==> config.mk <==
export PLATFORM = sky130hd
export DESIGN_NAME = routine_scheduler
export DESIGN_NICKNAME = d
export VERILOG_FILES = /design/src/rtl/routine_pkg.sv /design/src/rtl/routine_bus_mux.sv /design/src/rtl/routine_scheduler.sv
export SDC_FILE = /design/constraint.sdc
export NUM_CORES = 1
export LEC_CHECK = 0
export BUFFER_PORTS_ARGS = -buffer_cell sky130_fd_sc_hd__buf_2
export CAP_MARGIN = 15
export CORE_MARGIN = 4
export CORE_UTILIZATION = 34
export CTS_BUF_LIST = sky130_fd_sc_hd__clkbuf_16
export DETAILED_ROUTE_END_ITERATION = 7
export GPL_TIMING_DRIVEN = 0
export PLACE_DENSITY_LB_ADDON = 0.15
export SYNTH_ARGS = -nofsm -noshare
export SYNTH_HDL_FRONTEND = slang
export SYNTH_HIERARCHICAL = 1
export SYNTH_SLANG_ARGS = --single-unit
==> constraint.sdc <==
create_clock -name clock -period 2.07 [get_ports clock]
set_clock_uncertainty 0.15 [all_clocks]
set_input_delay 0 -clock clock [delete_from_list [all_inputs] [get_ports clock]]
set_output_delay 0 -clock clock [all_outputs]
set_load 0.005 [all_outputs]
==> src/rtl/routine_pkg.sv <==
// Shared constants and FSM state encoding for the routine scheduler and its bus mux.
package routine_pkg;

    localparam int WORD_WIDTH             = 16;
    localparam int IDX_WIDTH              = 3;
    localparam int DEFAULT_TIMEOUT_CYCLES = 1024;

    typedef enum logic [2:0] {
        ST_IDLE,
        ST_CLEAR,
        ST_LAUNCH,
        ST_WAIT,
        ST_NEXT,
        ST_DONE
    } state_t;

endpackage

==> src/rtl/routine_bus_mux.sv <==
// Zero-latency N-way selector that hands the shared register bank port to one routine slot.
module routine_bus_mux #(
    parameter int WORD_WIDTH = routine_pkg::WORD_WIDTH,
    parameter int N_ROUTINES = 4,
    parameter int IDX_WIDTH  = routine_pkg::IDX_WIDTH
) (
    input  logic                             grant,
    input  logic [IDX_WIDTH-1:0]             sel,
    input  logic [N_ROUTINES*WORD_WIDTH-1:0] routine_address,
    input  logic [N_ROUTINES-1:0]            routine_wr_en,
    input  logic [N_ROUTINES*WORD_WIDTH-1:0] routine_data_out,
    output logic [WORD_WIDTH-1:0]            mem_address,
    output logic                             mem_wr_en,
    output logic [WORD_WIDTH-1:0]            mem_data_out
);

    always_comb begin
        // NOTE: every output gets a default before any branch, so no latch is inferred.
        mem_address  = '0;
        mem_wr_en    = 1'b0;
        mem_data_out = '0;
        if (grant) begin
            for (int i = 0; i < N_ROUTINES; i++) begin
                if (sel == IDX_WIDTH'(i)) begin
                    mem_address  = routine_address[i*WORD_WIDTH +: WORD_WIDTH];
                    mem_wr_en    = routine_wr_en[i];
                    mem_data_out = routine_data_out[i*WORD_WIDTH +: WORD_WIDTH];
                end
            end
        end
    end

endmodule

==> src/rtl/routine_scheduler.sv <==
// Runs enabled node routines one at a time and arbitrates the shared bank port.
// Optional per-routine WAIT timeout is built when ROUTINE_TIMEOUT_EN is defined.
module routine_scheduler #(
    parameter int WORD_WIDTH     = routine_pkg::WORD_WIDTH,
    parameter int N_ROUTINES     = 4,
    parameter int TIMEOUT_CYCLES = routine_pkg::DEFAULT_TIMEOUT_CYCLES
) (
    input  logic                              clock,
    input  logic                              nrst,
    input  logic                              start,
    input  logic [N_ROUTINES-1:0]             enable,
    input  logic [N_ROUTINES-1:0]             routine_done,
    input  logic [N_ROUTINES*WORD_WIDTH-1:0]  routine_address,
    input  logic [N_ROUTINES-1:0]             routine_wr_en,
    input  logic [N_ROUTINES*WORD_WIDTH-1:0]  routine_data_out,
    output logic [N_ROUTINES-1:0]             routine_start,
    output logic [N_ROUTINES-1:0]             routine_nrst,
    output logic [WORD_WIDTH-1:0]             mem_address,
    output logic                              mem_wr_en,
    output logic [WORD_WIDTH-1:0]             mem_data_out,
    output logic                              busy,
    output logic                              done,
    output logic [routine_pkg::IDX_WIDTH-1:0] current,
    output logic [N_ROUTINES-1:0]             timeout_err
);
    import routine_pkg::*;

    state_t                state, state_next;
    logic [N_ROUTINES-1:0] mask;
    logic [IDX_WIDTH-1:0]  first_idx, next_idx;
    logic                  first_found, next_found;
    logic                  done_sel, timeout_hit, start_accept, grant;

    assign start_accept = start && (state == ST_IDLE || state == ST_DONE);

    // Lowest set bit of enable (start scan) and lowest mask bit above current (advance).
    always_comb begin
        first_found = 1'b0;
        first_idx   = '0;
        next_found  = 1'b0;
        next_idx    = '0;
        done_sel    = 1'b0;
        for (int i = N_ROUTINES - 1; i >= 0; i--) begin
            if (enable[i]) begin
                first_found = 1'b1;
                first_idx   = IDX_WIDTH'(i);
            end
            if (mask[i] && IDX_WIDTH'(i) > current) begin
                next_found = 1'b1;
                next_idx   = IDX_WIDTH'(i);
            end
        end
        for (int i = 0; i < N_ROUTINES; i++) begin
            if (current == IDX_WIDTH'(i)) done_sel = routine_done[i];
        end
    end

    always_comb begin
        state_next = state;
        unique case (state)
            ST_IDLE, ST_DONE: if (start) state_next = first_found ? ST_CLEAR : ST_DONE;
            ST_CLEAR:         state_next = ST_LAUNCH;
            ST_LAUNCH:        state_next = ST_WAIT;
            ST_WAIT:          if (done_sel || timeout_hit) state_next = ST_NEXT;
            ST_NEXT:          state_next = next_found ? ST_CLEAR : ST_DONE;
            default:          state_next = ST_IDLE;
        endcase
    end

    // NOTE: sequential state uses non-blocking assignments so every flop samples pre-edge values.
    always_ff @(posedge clock or negedge nrst) begin
        if (!nrst) begin
            state   <= ST_IDLE;
            mask    <= '0;
            current <= '0;
        end else begin
            state <= state_next;
            if (start_accept) begin
                mask    <= enable;
                current <= first_idx;
            end else if (state == ST_NEXT && next_found) begin
                current <= next_idx;
            end
        end
    end

    always_comb begin
        routine_start = '0;
        routine_nrst  = '1;
        for (int i = 0; i < N_ROUTINES; i++) begin
            if (current == IDX_WIDTH'(i)) begin
                routine_nrst[i]  = (state != ST_CLEAR);
                routine_start[i] = (state == ST_LAUNCH);
            end
        end
    end

    assign busy  = !(state == ST_IDLE || state == ST_DONE);
    assign done  = (state == ST_DONE);
    assign grant = (state == ST_CLEAR) || (state == ST_LAUNCH) || (state == ST_WAIT);

`ifdef ROUTINE_TIMEOUT_EN
    logic [15:0] wait_cnt;

    // Fires on the TIMEOUT_CYCLES-th WAIT cycle of the current routine.
    assign timeout_hit = (state == ST_WAIT) && !done_sel &&
                         ((32'(wait_cnt) + 32'd1) >= 32'(TIMEOUT_CYCLES));

    always_ff @(posedge clock or negedge nrst) begin
        if (!nrst) begin
            wait_cnt    <= '0;
            timeout_err <= '0;
        end else begin
            if (state == ST_LAUNCH)    wait_cnt <= '0;
            else if (state == ST_WAIT) wait_cnt <= wait_cnt + 16'd1;
            if (start_accept) begin
                timeout_err <= '0;
            end else if (timeout_hit) begin
                for (int i = 0; i < N_ROUTINES; i++) begin
                    if (current == IDX_WIDTH'(i)) timeout_err[i] <= 1'b1;
                end
            end
        end
    end
`else
    logic unused_timeout_cfg;

    assign unused_timeout_cfg = ^TIMEOUT_CYCLES;
    assign timeout_hit        = 1'b0;
    assign timeout_err        = '0;
`endif

    routine_bus_mux #(
        .WORD_WIDTH (WORD_WIDTH),
        .N_ROUTINES (N_ROUTINES),
        .IDX_WIDTH  (IDX_WIDTH)
    ) u_bus_mux (
        .grant            (grant),
        .sel              (current),
        .routine_address  (routine_address),
        .routine_wr_en    (routine_wr_en),
        .routine_data_out (routine_data_out),
        .mem_address      (mem_address),
        .mem_wr_en        (mem_wr_en),
        .mem_data_out     (mem_data_out)
    );

endmodule

### After elaboration in Yosys (flattened, before gate mapping)

Index checks and enable logic that the tools add are counted.

* eq/ne operators: 11
* muxes and demuxes: 50
* reductions and logical operators: 15
* $lt $le $gt $ge: 4

Operator list (count)
* two-way mux 16 bit: 10
* two-way mux 3 bit: 11
* two-way mux 1 bit: 25
* case mux 3 bit (5 select lines): 1
* == test 3 x 2 -> 1 bit (second input constant): 4
* == test 3 x 1 -> 1 bit (second input constant): 2
* == test 3 bit (second input constant): 2
* greater-than comparator 1 x 3 -> 1 bit (first input constant): 2
* greater-than comparator 2 x 3 -> 1 bit (first input constant): 2
* logical AND 1 bit: 6
* zero test 3 bit: 2
* two-way mux 2 bit: 3
* inequality test 2 bit (second input constant): 2
* logical OR 1 bit: 3
* inequality test 3 x 1 -> 1 bit (second input constant): 1
* AND reduction 2 bit: 1
* nonzero test 2 bit: 1
* OR reduction 2 bit: 1
* zero test 1 bit: 1

* register bits: 10
* logic and storage cells: 83

### Longest topological paths before layout

Gate-level depths: netlist of the first run.

* depth in word-level cells: 9
* mapped depth: 7
* depth with buffers taken out: 4

### Hierarchy

The synthesis of the first run kept the hierarchy.

By module, submodules not included
* routine_bus_mux: instances 1, seq. area each 0.0 um^2, cells each 116, area each 985.9 um^2
* routine_scheduler: instances 1, seq. area each 200.2 um^2, cells each 73, area each 615.6 um^2

### Worst setup path before layout of the first run

No wires, ideal clock.

* path kind: flip-flop to flip-flop
* start: register current[0] in the netlist's numbering
* end: register state[2]
* required time: 1783 ps
* library setup time: 137 ps
* cell stages (with the launch flop): 6
* period minus slack after synthesis: 1696 ps
* arrival: 1409 ps
* path buffers: 1
* slack: 374 ps
* cells stage by stage: dfrtp_1 buf_6 mux4_2 and3_4 a41oi_2 o22ai_1

* cells in the longest elaborated chain, start to end: 8
* elaborated cells between the ends (all ways): 24

Ends and longest elaborated chain
* start, declared: RTL line routine_scheduler.sv:23 `output logic [routine_pkg::IDX_WIDTH-1:0] current,`
* start signal, assigned: RTL line routine_scheduler.sv:80 `current <= first_idx;`
* start signal, assigned: RTL line routine_scheduler.sv:82 `current <= next_idx;`
* greater-than comparator 2 x 3 -> 1 bit: RTL line routine_scheduler.sv:48 `if (mask[i] && IDX_WIDTH'(i) > current) begin`
* logical AND 1 bit: RTL line routine_scheduler.sv:48
* two-way mux 1 bit (4 in a row): RTL line routine_scheduler.sv:48
* two-way mux 3 bit: RTL line routine_scheduler.sv:65 `ST_NEXT: state_next = next_found ? ST_CLEAR : ST_DONE;`
* case mux 3 bit (5 select lines): RTL line routine_scheduler.sv:60 `unique case (state)`
* end signal, assigned: RTL line routine_scheduler.sv:77 `state <= state_next;`
* end, declared: RTL line routine_scheduler.sv:28 `state_t state, state_next;`

Parallel ways exist; a longest one is shown, timed or not.
A chain may end at the register's enable or synchronous reset.

### Worst setup path after layout of the first run

* start: register state[1]
* end: output port mem_address[7]

* cells in the longest elaborated chain, start to end: 4
* elaborated cells between the ends (all ways): 6

Ends and longest elaborated chain
* == test 3 x 1 -> 1 bit or == test 3 x 2 -> 1 bit (tied branches): RTL line routine_scheduler.sv:100 `assign grant = (state == ST_CLEAR) || (state == ST_LAUNCH) || (state == ST_WAIT);`
* logical OR 1 bit: RTL line routine_scheduler.sv:100
* logical OR 1 bit *: RTL line routine_scheduler.sv:100
* net grant: RTL line routine_scheduler.sv:32 `logic done_sel, timeout_hit, start_accept, grant;`
* two-way mux 16 bit *: RTL line routine_bus_mux.sv:22 `if (grant) begin`
* end, declared: RTL line routine_scheduler.sv:18 `output logic [WORD_WIDTH-1:0] mem_address,`

The timed path passes the listed nets; every way through them passes the cells marked *.

==> results of run 1 <==
## metrics by stage
stage	utilization, %	cell area (µm²)	std cells	setup WS, ns	total power, µW
2_1_floorplan	-	1620	195	0.374	1630
3_3_place_gp	59.1	2630	434	0.0101	2310
3_5_place_dp	59.1	2630	434	0.0262	2320
4_1_cts	62.4	2770	442	0.0258	2680
5_1_grt	65.3	2900	449	-0.0199	3090
6_report	65.3	2900	449	0.0628	2860
## final cells by class
class / instances / area [µm²] / area share (%)
Tap cell: 52 / 65.1 / 2.24
Multi-Input combinational cell: 159 / 1320 / 45.4
Sequential cell: 8 / 201 / 6.94
Inverter: 3 / 11.3 / 0.388
Timing Repair Buffer: 198 / 1030 / 35.6
Buffer: 24 / 193 / 6.64
Antenna cell: 2 / 5.00 / 0.172
Clock buffer: 3 / 75.1 / 2.59
## kinds of logic after synthesis
logic type / count (synthesis)
buffers and inverters: 28
flip-flops: 8
XOR/XNOR: 1
AND/OR/NAND/NOR: 31
multiplexers: 70
other: 1
AO/OA/AOI/OAI: 50
## per-layer routing
metal	global-route usage (%)	share of wire, %	vias to the layer above
li1	-	-	1138
met1	26.1	40	989
met2	38.5	47	118
met3	9.69	12	8
met4	3.99	0.67	4
met5	0	0.29	-
## flip-flops by register name (all words and copies together) (netlist names)
name     count
state        3
current      2
mask         3
## cell usage in the layout, fill, tap and decap left out, drive strengths merged
cell type | synthesis | layout
dlygate4sd3 | 0 | 6
a41oi | 1 | 1
or3b | 1 | 1
nand2 | 5 | 5
diode | 0 | 2
clkbuf | 5 | 5
a21oi | 3 | 3
mux4 | 1 | 1
xnor2 | 1 | 1
a311oi | 1 | 1
o21a | 1 | 1
buf | 20 | 214
mux2i | 66 | 66
and3 | 3 | 3
conb | 1 | 7
o211ai | 1 | 1
or3 | 1 | 1
nand3 | 2 | 2
o31a | 1 | 1
nor3 | 3 | 3
inv | 3 | 3
a21o | 1 | 1
a31oi | 1 | 1
nor2b | 1 | 1
dfrtp | 8 | 8
o41ai | 1 | 1
o21ai | 4 | 4
mux2 | 3 | 3
o22ai | 34 | 34
nand3b | 2 | 2
o2bb2ai | 1 | 1
nor3b | 3 | 3
nor2 | 10 | 10
## report_power, final
part	internal (µW)	switching [µW]
Sequential	233	101
Clock	248	69.1
Combinational	1140	1060
Total	1630	1230
## worst max-delay path, stage by stage, from the launching register on
cell and delay, ns:
dfrtp_1 0.45, nor2_4 0.08, nor2_2 0.12, or3b_1 0.36
buf_6 0.15, buf_8 0.14, o22ai_1 0.17, buf_2 0.15
## synthesized netlist by cell type (3+ instances only)
cell type  instances  area share, %
a21oi_1            3           0.94
buf_6              4            2.8
dfrtp_1            8             12
buf_2              6            1.9
o21ai_0            4            1.3
inv_1              3           0.70
o22ai_1           34             13
nor3_1             3           0.94
nand2_1            5            1.2
mux2_2             3            2.1
buf_4             10            4.7
nor3b_1            3            1.4
nor2_1            10            2.3
mux2i_1           66             41
clkbuf_1           5            1.2
## final timing paths
| kind | start | end | cells past startpoint |
|---|---|---|---|
| max | state[1]$_DFFE_PN0P_ | mem_address[7] | 7 |
| min | nrst | mask[3]$_DFFE_PN0P_ | 2 |
| max reg2reg | current[0]$_DFFE_PN0P_ | state[2]$_DFFE_PN0P_ | 5 |
| min reg2reg | mask[2]$_DFFE_PN0P_ | mask[2]$_DFFE_PN0P_ | 1 |
| max in group asynchronous | nrst | state[2]$_DFFE_PN0P_ | 2 |
| min in group clock | routine_address[36] | mem_address[4] | 4 |
## what timing repair did
action	CTS	global route
hold buffers	6	0
hold endpoints to repair	14	0
pin swaps	0	1
resized for setup	7	24
endpoints found under the setup margin	31	31
setup buffers	0	5
==> impl_metrics.py, run 1 <==
metrics = {
    "status": {
        "status": "finished with violations",
        "violations": "hold timing",
    },
    "synthesis": {
        "synth.cell_area_um2": 1600,
        "ys_ff_latch": 8,
        "synthAdderAreaFrac_pct": 0,
        "ys_warn_count": 6,
        "netlist_instances": 189,
        "synth-xor-area-share_pct": 0.547,
        "ys_async_sr_fraction_pct": 100,
        "synthSimpleGateAreaFrac_pct": 10.2,
        "synth_edf_count": 0,
        "ys_types": 34,
        "synth_top_family_by_area": "multiplexers",
        "synthFlopType": "dfrtp_1",
        "yosysSeqAreaShare_pct": 12.5,
        "synth_mux_area_share_pct": 44.8,
        "synth-compound-area-share_pct": 20.5,
        "avgSynthCellArea_um2": 8.47,
    },
    "worst_hold_path": {
        "hp-class": "in -> async",
    },
    "critical_path": {
        "end_kind": "output pin",
        "critPathLaunchType": "register",
        "worst-path-max-fanout": 10,
        "arrival_ns": 1.86,
        "r2r_slack_ns": 0.27,
        "cp.required_ns": 1.92,
        "path_class": "reg -> out",
    },
    "global_routing": {
        "grt_usage_pct": 22.4,
        "grt_pass1_vias": 2100,
        "grt_pass1_wl_mm": 10.9,
        "grt_max_degree": 13,
        "grt_overflow": 0,
        "antenna_found_initial": 4,
    },
    "floorplanning": {
        "die_area_um2": 5870,
        "io_pins": 193,
        "start_util_pct": 36.0,
        "die_height_um": 76.6,
        "fp.coreArea_um2": 4440,
        "num_rows": 24,
        "die_width_um": 76.6,
    },
    "clock_tree": {
        "cts_buffers": 3,
        "cts_sinks": 8,
        "cts_tree": "done",
        "cts-root-buf": "clkbuf_16",
        "clk_pin_slew_ns": 0.04,
        "htree_levels": 1,
        "cts_buffer_depth": 2,
        "clk_latency_ns": 0.23,
    },
    "timing": {
        "hold_viol": 8,
        "finalSetupTns_ns": 0,
        "fmax_ghz": 0.498,
        "fin_crit_sh_pct": 97.0,
        "final-setup-viol-count": 0,
        "maxSlewViolCount": 0,
        "period_needed_ns": 2.01,
        "fin_hold_ws_ns": -0.00251,
    },
    "detailed_routing": {
        "drtIter0Drc": 65,
        "firstDrtPassIters": 4,
        "drt-total-wl_mm": 7.19,
        "vias_per_cell": 5.03,
        "vias": 2257,
        "drtAntennaViolNets": 0,
        "wl_per_cell_um": 16.0,
        "drc": 0,
    },
    "cells_and_area": {
        "drive_gt1_share_pct": 59.7,
        "num-fill-cells": 395,
        "area_delta_synth_final_pct": 81.2,
        "finalNetCount": 540,
    },
    "power_and_ir_drop": {
        "power.density_nw_per_um2": 985,
        "leakagePower_uw": 0.00151,
        "vdd_ir_drop_max_v": 0.000853,
    },
    "placed_design": {
        "portBuffers": 187,
        "gp_congestion": 0.793,
        "hpwl_mm": 6.08,
    },
    "flow_run": {
        "drv_cap": 0,
    },
}
Power figures use the tool's default switching activity.
==> run 2: changes to the inputs <==
==> constraint.sdc (replaced) <==
create_clock -name clock -period 2.07 [get_ports clock]
set_clock_uncertainty 0.15 [all_clocks]
set_input_delay 0.414 -clock clock [delete_from_list [all_inputs] [get_ports clock]]
set_output_delay 0.414 -clock clock [all_outputs]
set_load 0.005 [all_outputs]
==> run 2 against run 1 <==
- the flow finishes with violations (setup timing)
- largest cell class unchanged
- core utilization increased by 7.8 points
- critical path depth fell by 1
- critical path type unchanged
- sequential cell count did not move
- register-to-register slack got worse by 0.02 ns
- largest power group unchanged
- final cell count is 1.3% higher
- sequential share of layout area fell by 0.78 points
- worst hold slack improved by 0.33 ns
==> impl_metrics.py, run 2 (synthesis results as in run 1) <==
metrics = {
    "global_routing": {
        "grt_pass1_wl_mm": 11.8,
        "antenna_found_initial": 4,
        "grt_max_degree": 11,
        "grt_pass1_vias": 2212,
        "grt_usage_pct": 24.1,
        "grt_overflow": 0,
    },
    "detailed_routing": {
        "vias": 2379,
        "drtAntennaViolNets": 0,
        "wl_per_cell_um": 18.0,
        "drtIter0Drc": 101,
        "firstDrtPassIters": 4,
        "drc": 0,
        "drt-total-wl_mm": 8.17,
        "vias_per_cell": 5.23,
    },
    "floorplanning": {
        "die_area_um2": 5870,
        "fp.coreArea_um2": 4440,
        "start_util_pct": 36.0,
        "die_height_um": 76.6,
        "num_rows": 24,
        "die_width_um": 76.6,
        "io_pins": 193,
    },
    "power_and_ir_drop": {
        "leakagePower_uw": 0.00165,
        "power_frac_comb_pct": 81.5,
        "total_power_uw": 3450,
        "p_clk_share_pct": 9.2,
        "intPower_uw": 1950,
        "switching_share_pct": 43.4,
        "power.density_nw_per_um2": 1060,
        "vdd_ir_drop_max_v": 0.000886,
        "p_sw_uw": 1500,
        "p_seq_share_pct": 9.3,
    },
    "clock_tree": {
        "cts_tree": "done",
        "htree_levels": 1,
        "cts_sinks": 8,
        "cts-root-buf": "clkbuf_16",
        "cts_buffer_depth": 2,
        "cts_buffers": 3,
        "clk_latency_ns": 0.23,
        "clk_pin_slew_ns": 0.03,
    },
    "cells_and_area": {
        "drive_gt1_share_pct": 69.1,
        "num-fill-cells": 334,
        "register_area_um2": 200,
        "reg_top3": "mask: 3 flops, state: 3 flops, current: 2 flops",
        "finalNetCount": 546,
        "final_common_cell": "buf_2",
        "multi_input_area_um2": 1540,
        "area_delta_synth_final_pct": 103,
        "final_cell_mix": "buf_2, mux2i_1, o22ai_2",
        "instances_no_fill": 455,
    },
    "timing": {
        "fmax_ghz": 0.418,
        "worst_slack_ns": -0.324,
        "maxSlewHeadroom_pct": 64.7,
        "final-setup-viol-count": 37,
        "hold_viol": 0,
        "rsz0062_at_grt": "yes",
        "maxSlewViolCount": 0,
        "worst_slew_pin_slew_ns": 0.530,
        "fin_crit_sh_pct": 116,
        "period_needed_ns": 2.39,
    },
    "critical_path": {
        "crit_path_cell_trace": "clkbuf_8, nor2_4, or3b_4, clkbuf_16, o22ai_2, buf_2",
        "critPathLaunchType": "register",
        "cp_num_cells": 6,
        "critical_path_buf_inv_count": 3,
        "cp.required_ns": 1.51,
        "slowest_stage": "or3b_4",
        "worst-path-max-fanout": 5,
        "end_kind": "output pin",
        "path_class": "reg -> out",
        "path_delay_family": "simple AND/OR/NAND/NOR gates",
        "arrival_ns": 1.83,
        "rr_worst_depth": 6,
        "critPathMaxStageDelay_ns": 0.48,
    },
    "status": {
        "status": "finished with violations",
        "violations": "setup timing",
    },
    "placed_design": {
        "dp_cells": 434,
        "portBuffers": 187,
        "gp_congestion": 0.793,
        "hpwl_mm": 6.08,
    },
    "worst_hold_path": {
        "hp-class": "in -> reg",
        "min_path_cells": 2,
    },
    "flow_run": {
        "drv_cap": 0,
    },
}
==> run 2: worst register-to-register path, delay by kind of cell (launching register included) <==
family | cells | cell delay (ns)
flip-flops | 1 | 0.39
multiplexers | 1 | 0.35
buffers and inverters | 3 | 0.45
XOR/XNOR | 1 | 0.19
AND/OR/NAND/NOR | 1 | 0.18
==> run 2: per-layer routing <==
layer / wire, µm / GRT usage [%]
met2: 4160 / 42.4
met3: 947 / 9.22
met1: 3010 / 28.2
met5: 21 / 0
met4: 35 / 3.44
==> run 2: worst paths after layout <==
kind	start	end	slack, ns
worst max-delay path	state[2]$_DFFE_PN0P_	mem_data_out[11]	-0.32
worst min-delay path	enable[1]	mask[1]$_DFFE_PN0P_	0.33
worst max register to register	state[0]$_DFFE_PN0P_	mask[3]$_DFFE_PN0P_	0.25
worst min register to register	mask[2]$_DFFE_PN0P_	mask[2]$_DFFE_PN0P_	0.38
max in group asynchronous	nrst	state[2]$_DFFE_PN0P_	1.18
min in group asynchronous	nrst	current[0]$_DFFE_PN0P_	0.42
==> run 2: metrics by stage <==
stage	area (µm²)	TNS, ns	utilization (%)	hold WS, ns	worst slack (ns)
2_1_floorplan	1620	0	-	-0.0316	0.0128
3_3_place_gp	2630	-10.99	59.1	0.113	-0.404
3_5_place_dp	2630	-11.03	59.1	0.117	-0.388
4_1_cts	3010	-8.12	67.7	0.320	-0.268
5_1_grt	3250	-11.38	73.1	0.344	-0.391
6_report	3250	-8.45	73.1	0.325	-0.324
==> run 2: layout make-up <==
class                      instances  area share, %
buffer                            24           6.93
clock buffer                       3           2.31
timing repair buffer             203           34.7
sequential                         8           6.16
multi-input combinational        160           47.4
antenna                            2          0.154
inverter                           3          0.347
tap                               52           2.00
==> run 2: power by group through the flow <==
stage | combinational, µW | clock, µW | sequential [µW]
2_1_floorplan | 1340 | 0 | 288
3_3_place_gp | 1990 | 0 | 312
3_5_place_dp | 2010 | 0 | 308
4_1_cts | 2430 | 325 | 308
5_1_grt | 3000 | 333 | 333
6_report | 2810 | 318 | 319
==> run 2: repair_timing <==
action                                  4_1_cts  5_1_grt
pin swaps                                    11       27
endpoints found under the setup margin       38       40
hold endpoints to repair                      8        0
hold buffers                                  1        0
buffers inserted                              8        4
cloned                                        2        3
gates resized for setup                      46       30
==> run 3: changes to the inputs <==
--- a/config.mk
+++ b/config.mk
@@ -8,7 +8,7 @@
 export BUFFER_PORTS_ARGS = -buffer_cell sky130_fd_sc_hd__buf_2
 export CAP_MARGIN = 15
 export CORE_MARGIN = 4
-export CORE_UTILIZATION = 34
+export CORE_UTILIZATION = 30
 export CTS_BUF_LIST = sky130_fd_sc_hd__clkbuf_16
 export DETAILED_ROUTE_END_ITERATION = 7
 export GPL_TIMING_DRIVEN = 0
==> constraint.sdc (replaced) <==
create_clock -name clock -period 2.05 [get_ports clock]
set_clock_uncertainty 0.15 [all_clocks]
set_input_delay 0.41 -clock clock [delete_from_list [all_inputs] [get_ports clock]]
set_output_delay 0.41 -clock clock [all_outputs]
set_load 0.005 [all_outputs]
==> run 3 against run 2 <==
- the flow still finishes with violations (setup timing)
- critical path depth up 1
- setup slack better by 0.0033 ns
- combinational power down 7%
- sequential power about the same
- core utilization down 12 points
- wire length down 5.6%
- first-iteration DRC count down 54%
- clock power up 2%
- worst hold slack worse by 0.014 ns
==> impl_metrics.py, run 3 (synthesis results as in run 1) <==
metrics = {
    "status": {
        "status": "finished with violations",
        "violations": "setup timing",
    },
    "power_and_ir_drop": {
        "intPower_uw": 1870,
        "p_sw_uw": 1400,
        "p_clk_share_pct": 9.9,
        "power.density_nw_per_um2": 1050,
        "total_power_uw": 3270,
        "power_frac_comb_pct": 80.4,
        "vdd_ir_drop_max_v": 0.000907,
        "leakagePower_uw": 0.00158,
        "p_seq_share_pct": 9.7,
        "switching_share_pct": 42.8,
    },
    "floorplanning": {
        "fp.coreArea_um2": 5140,
        "die_height_um": 81.1,
        "die_width_um": 81.1,
        "io_pins": 193,
        "start_util_pct": 31.2,
        "num_rows": 26,
        "die_area_um2": 6570,
    },
    "clock_tree": {
        "htree_levels": 1,
        "cts-root-buf": "clkbuf_16",
        "cts_buffers": 3,
        "clk_latency_ns": 0.23,
        "cts_buffer_depth": 2,
        "cts_sinks": 8,
        "clk_pin_slew_ns": 0.04,
        "cts_tree": "done",
    },
    "detailed_routing": {
        "vias_per_cell": 4.96,
        "vias": 2313,
        "drtIter0Drc": 46,
        "drt-total-wl_mm": 7.72,
        "firstDrtPassIters": 5,
        "drtAntennaViolNets": 0,
        "drc": 0,
        "wl_per_cell_um": 16.6,
    },
    "critical_path": {
        "slowest_stage": "dfrtp_1",
        "r2r_slack_ns": 0.16,
        "arrival_ns": 1.81,
        "end_kind": "output pin",
        "r2r-end": "mask[2]$_DFFE_PN0P_",
        "critPathLaunchType": "register",
        "path_delay_family": "buffers and inverters",
        "r2r-start": "state[0]$_DFFE_PN0P_",
        "critPathMaxStageDelay_ns": 0.37,
        "path_class": "reg -> out",
        "rr_worst_depth": 7,
        "crit_path_cell_trace": "clkbuf_8, nor2_4, or3b_1, buf_6, clkbuf_16, o22ai_1, buf_2",
        "critical_path_buf_inv_count": 4,
        "cp.required_ns": 1.49,
        "worst-path-max-fanout": 8,
    },
    "timing": {
        "maxSlewViolCount": 0,
        "fmax_ghz": 0.422,
        "rsz0062_at_grt": "yes",
        "final-setup-viol-count": 37,
        "hold_viol": 0,
        "worst_slack_ns": -0.321,
        "fin_crit_sh_pct": 116,
        "period_needed_ns": 2.37,
    },
    "placed_design": {
        "gp_congestion": 0.812,
        "hpwl_mm": 6.17,
        "placed_cell_area_um2": 2650,
        "portBuffers": 187,
    },
    "worst_hold_path": {
        "min_path_cells": 2,
        "min_to": "mask[1]$_DFFE_PN0P_",
        "worstHoldStart": "enable[1]",
        "hp-class": "in -> reg",
    },
    "global_routing": {
        "grt_pass1_vias": 2161,
        "antenna_found_initial": 1,
        "grt_usage_pct": 20.4,
        "grt_max_degree": 11,
        "grt_overflow": 0,
        "grt_pass1_wl_mm": 10.6,
    },
    "cells_and_area": {
        "area_delta_synth_final_pct": 94.7,
        "final_common_cell": "buf_2",
        "n_antenna_cell": 0,
        "finalInstanceArea_um2": 3120,
        "finalNetCount": 541,
        "drive_gt1_share_pct": 65.4,
        "reg_top3": "mask: 3 flops, state: 3 flops, current: 2 flops",
        "num-fill-cells": 481,
        "utilization_pct": 60.7,
        "final_cell_mix": "buf_2, mux2i_1, o22ai_1",
    },
    "flow_run": {
        "drv_cap": 0,
    },
}
==> run 3: changes by cell type in the layout (fill, tap and decap cells not counted), sizes merged <==
cell,change
buf,-2
diode,-2
clkbuf,-2
or3b,-1
==> run 3: per-layer routing <==
layer / share of wire [%] / global-route usage, % / wire length (µm)
met1: 38 / 24.1 / 2920
met2: 50 / 34.5 / 3830
met3: 10 / 6.98 / 801
met4: 1.9 / 6.76 / 149
met5: 0.17 / 0 / 13
==> run 3: metrics by stage <==
step | setup WS (ns) | std cells | hold slack (ns) | TNS [ns]
2_1_floorplan | 0.0235 | 195 | -0.0356 | 0
3_3_place_gp | -0.394 | 452 | 0.109 | -11.64
3_5_place_dp | -0.418 | 452 | 0.111 | -11.99
4_1_cts | -0.304 | 464 | 0.303 | -8.84
5_1_grt | -0.379 | 466 | 0.313 | -12.03
6_report | -0.321 | 466 | 0.311 | -9.37
==> run 3: layout make-up <==
class	instances	area (µm²)	share of cell area, %
Buffer	25	228	7.30
Clock buffer	3	75.1	2.41
Inverter	3	11.3	0.361
Multi-Input combinational cell	159	1440	46.3
Sequential cell	8	200	6.42
Tap cell	70	87.6	2.81
Timing Repair Buffer	198	1070	34.4
==> run 3: power groups by stage <==
stage	combinational, µW	clock [µW]	sequential [µW]
after floorplan	1350	0	291
after global placement	2020	0	315
after detailed placement	2040	0	315
after CTS	2390	337	313
after global routing	2840	350	326
final	2620	324	317
==> run 3: worst max path at each step <==
stage,to,start,cells after the start,slack [ns]
after floorplan,mem_address[0],state[0]$_DFFE_PN0P_,7,0.02
after global placement,mem_data_out[6],state[0]$_DFFE_PN0P_,7,-0.39
after detailed placement,mem_data_out[6],state[0]$_DFFE_PN0P_,7,-0.42
after CTS,mem_address[12],state[2]$_DFFE_PN0P_,7,-0.30
after global routing,mem_data_out[9],state[2]$_DFFE_PN0P_,7,-0.38
final,mem_address[5],state[2]$_DFFE_PN0P_,7,-0.32
==> run 3: worst reg2reg max path, stage by stage, from the launching register on <==
cell     delay (ns)
dfrtp_1        0.36
buf_6          0.12
buf_6          0.11
buf_4          0.14
xnor2_1        0.18
and3_1         0.17
buf_2          0.18
mux2_2         0.35
==> run 3: repair_timing <==
action / CTS / global route
hold buffers: 1 / 0
endpoints found under the hold margin: 8 / 0
pin swaps: 11 / 2
buffers inserted: 7 / 1
endpoints found under the setup margin: 37 / 39
gates resized for setup: 35 / 24
gates cloned: 1 / 1
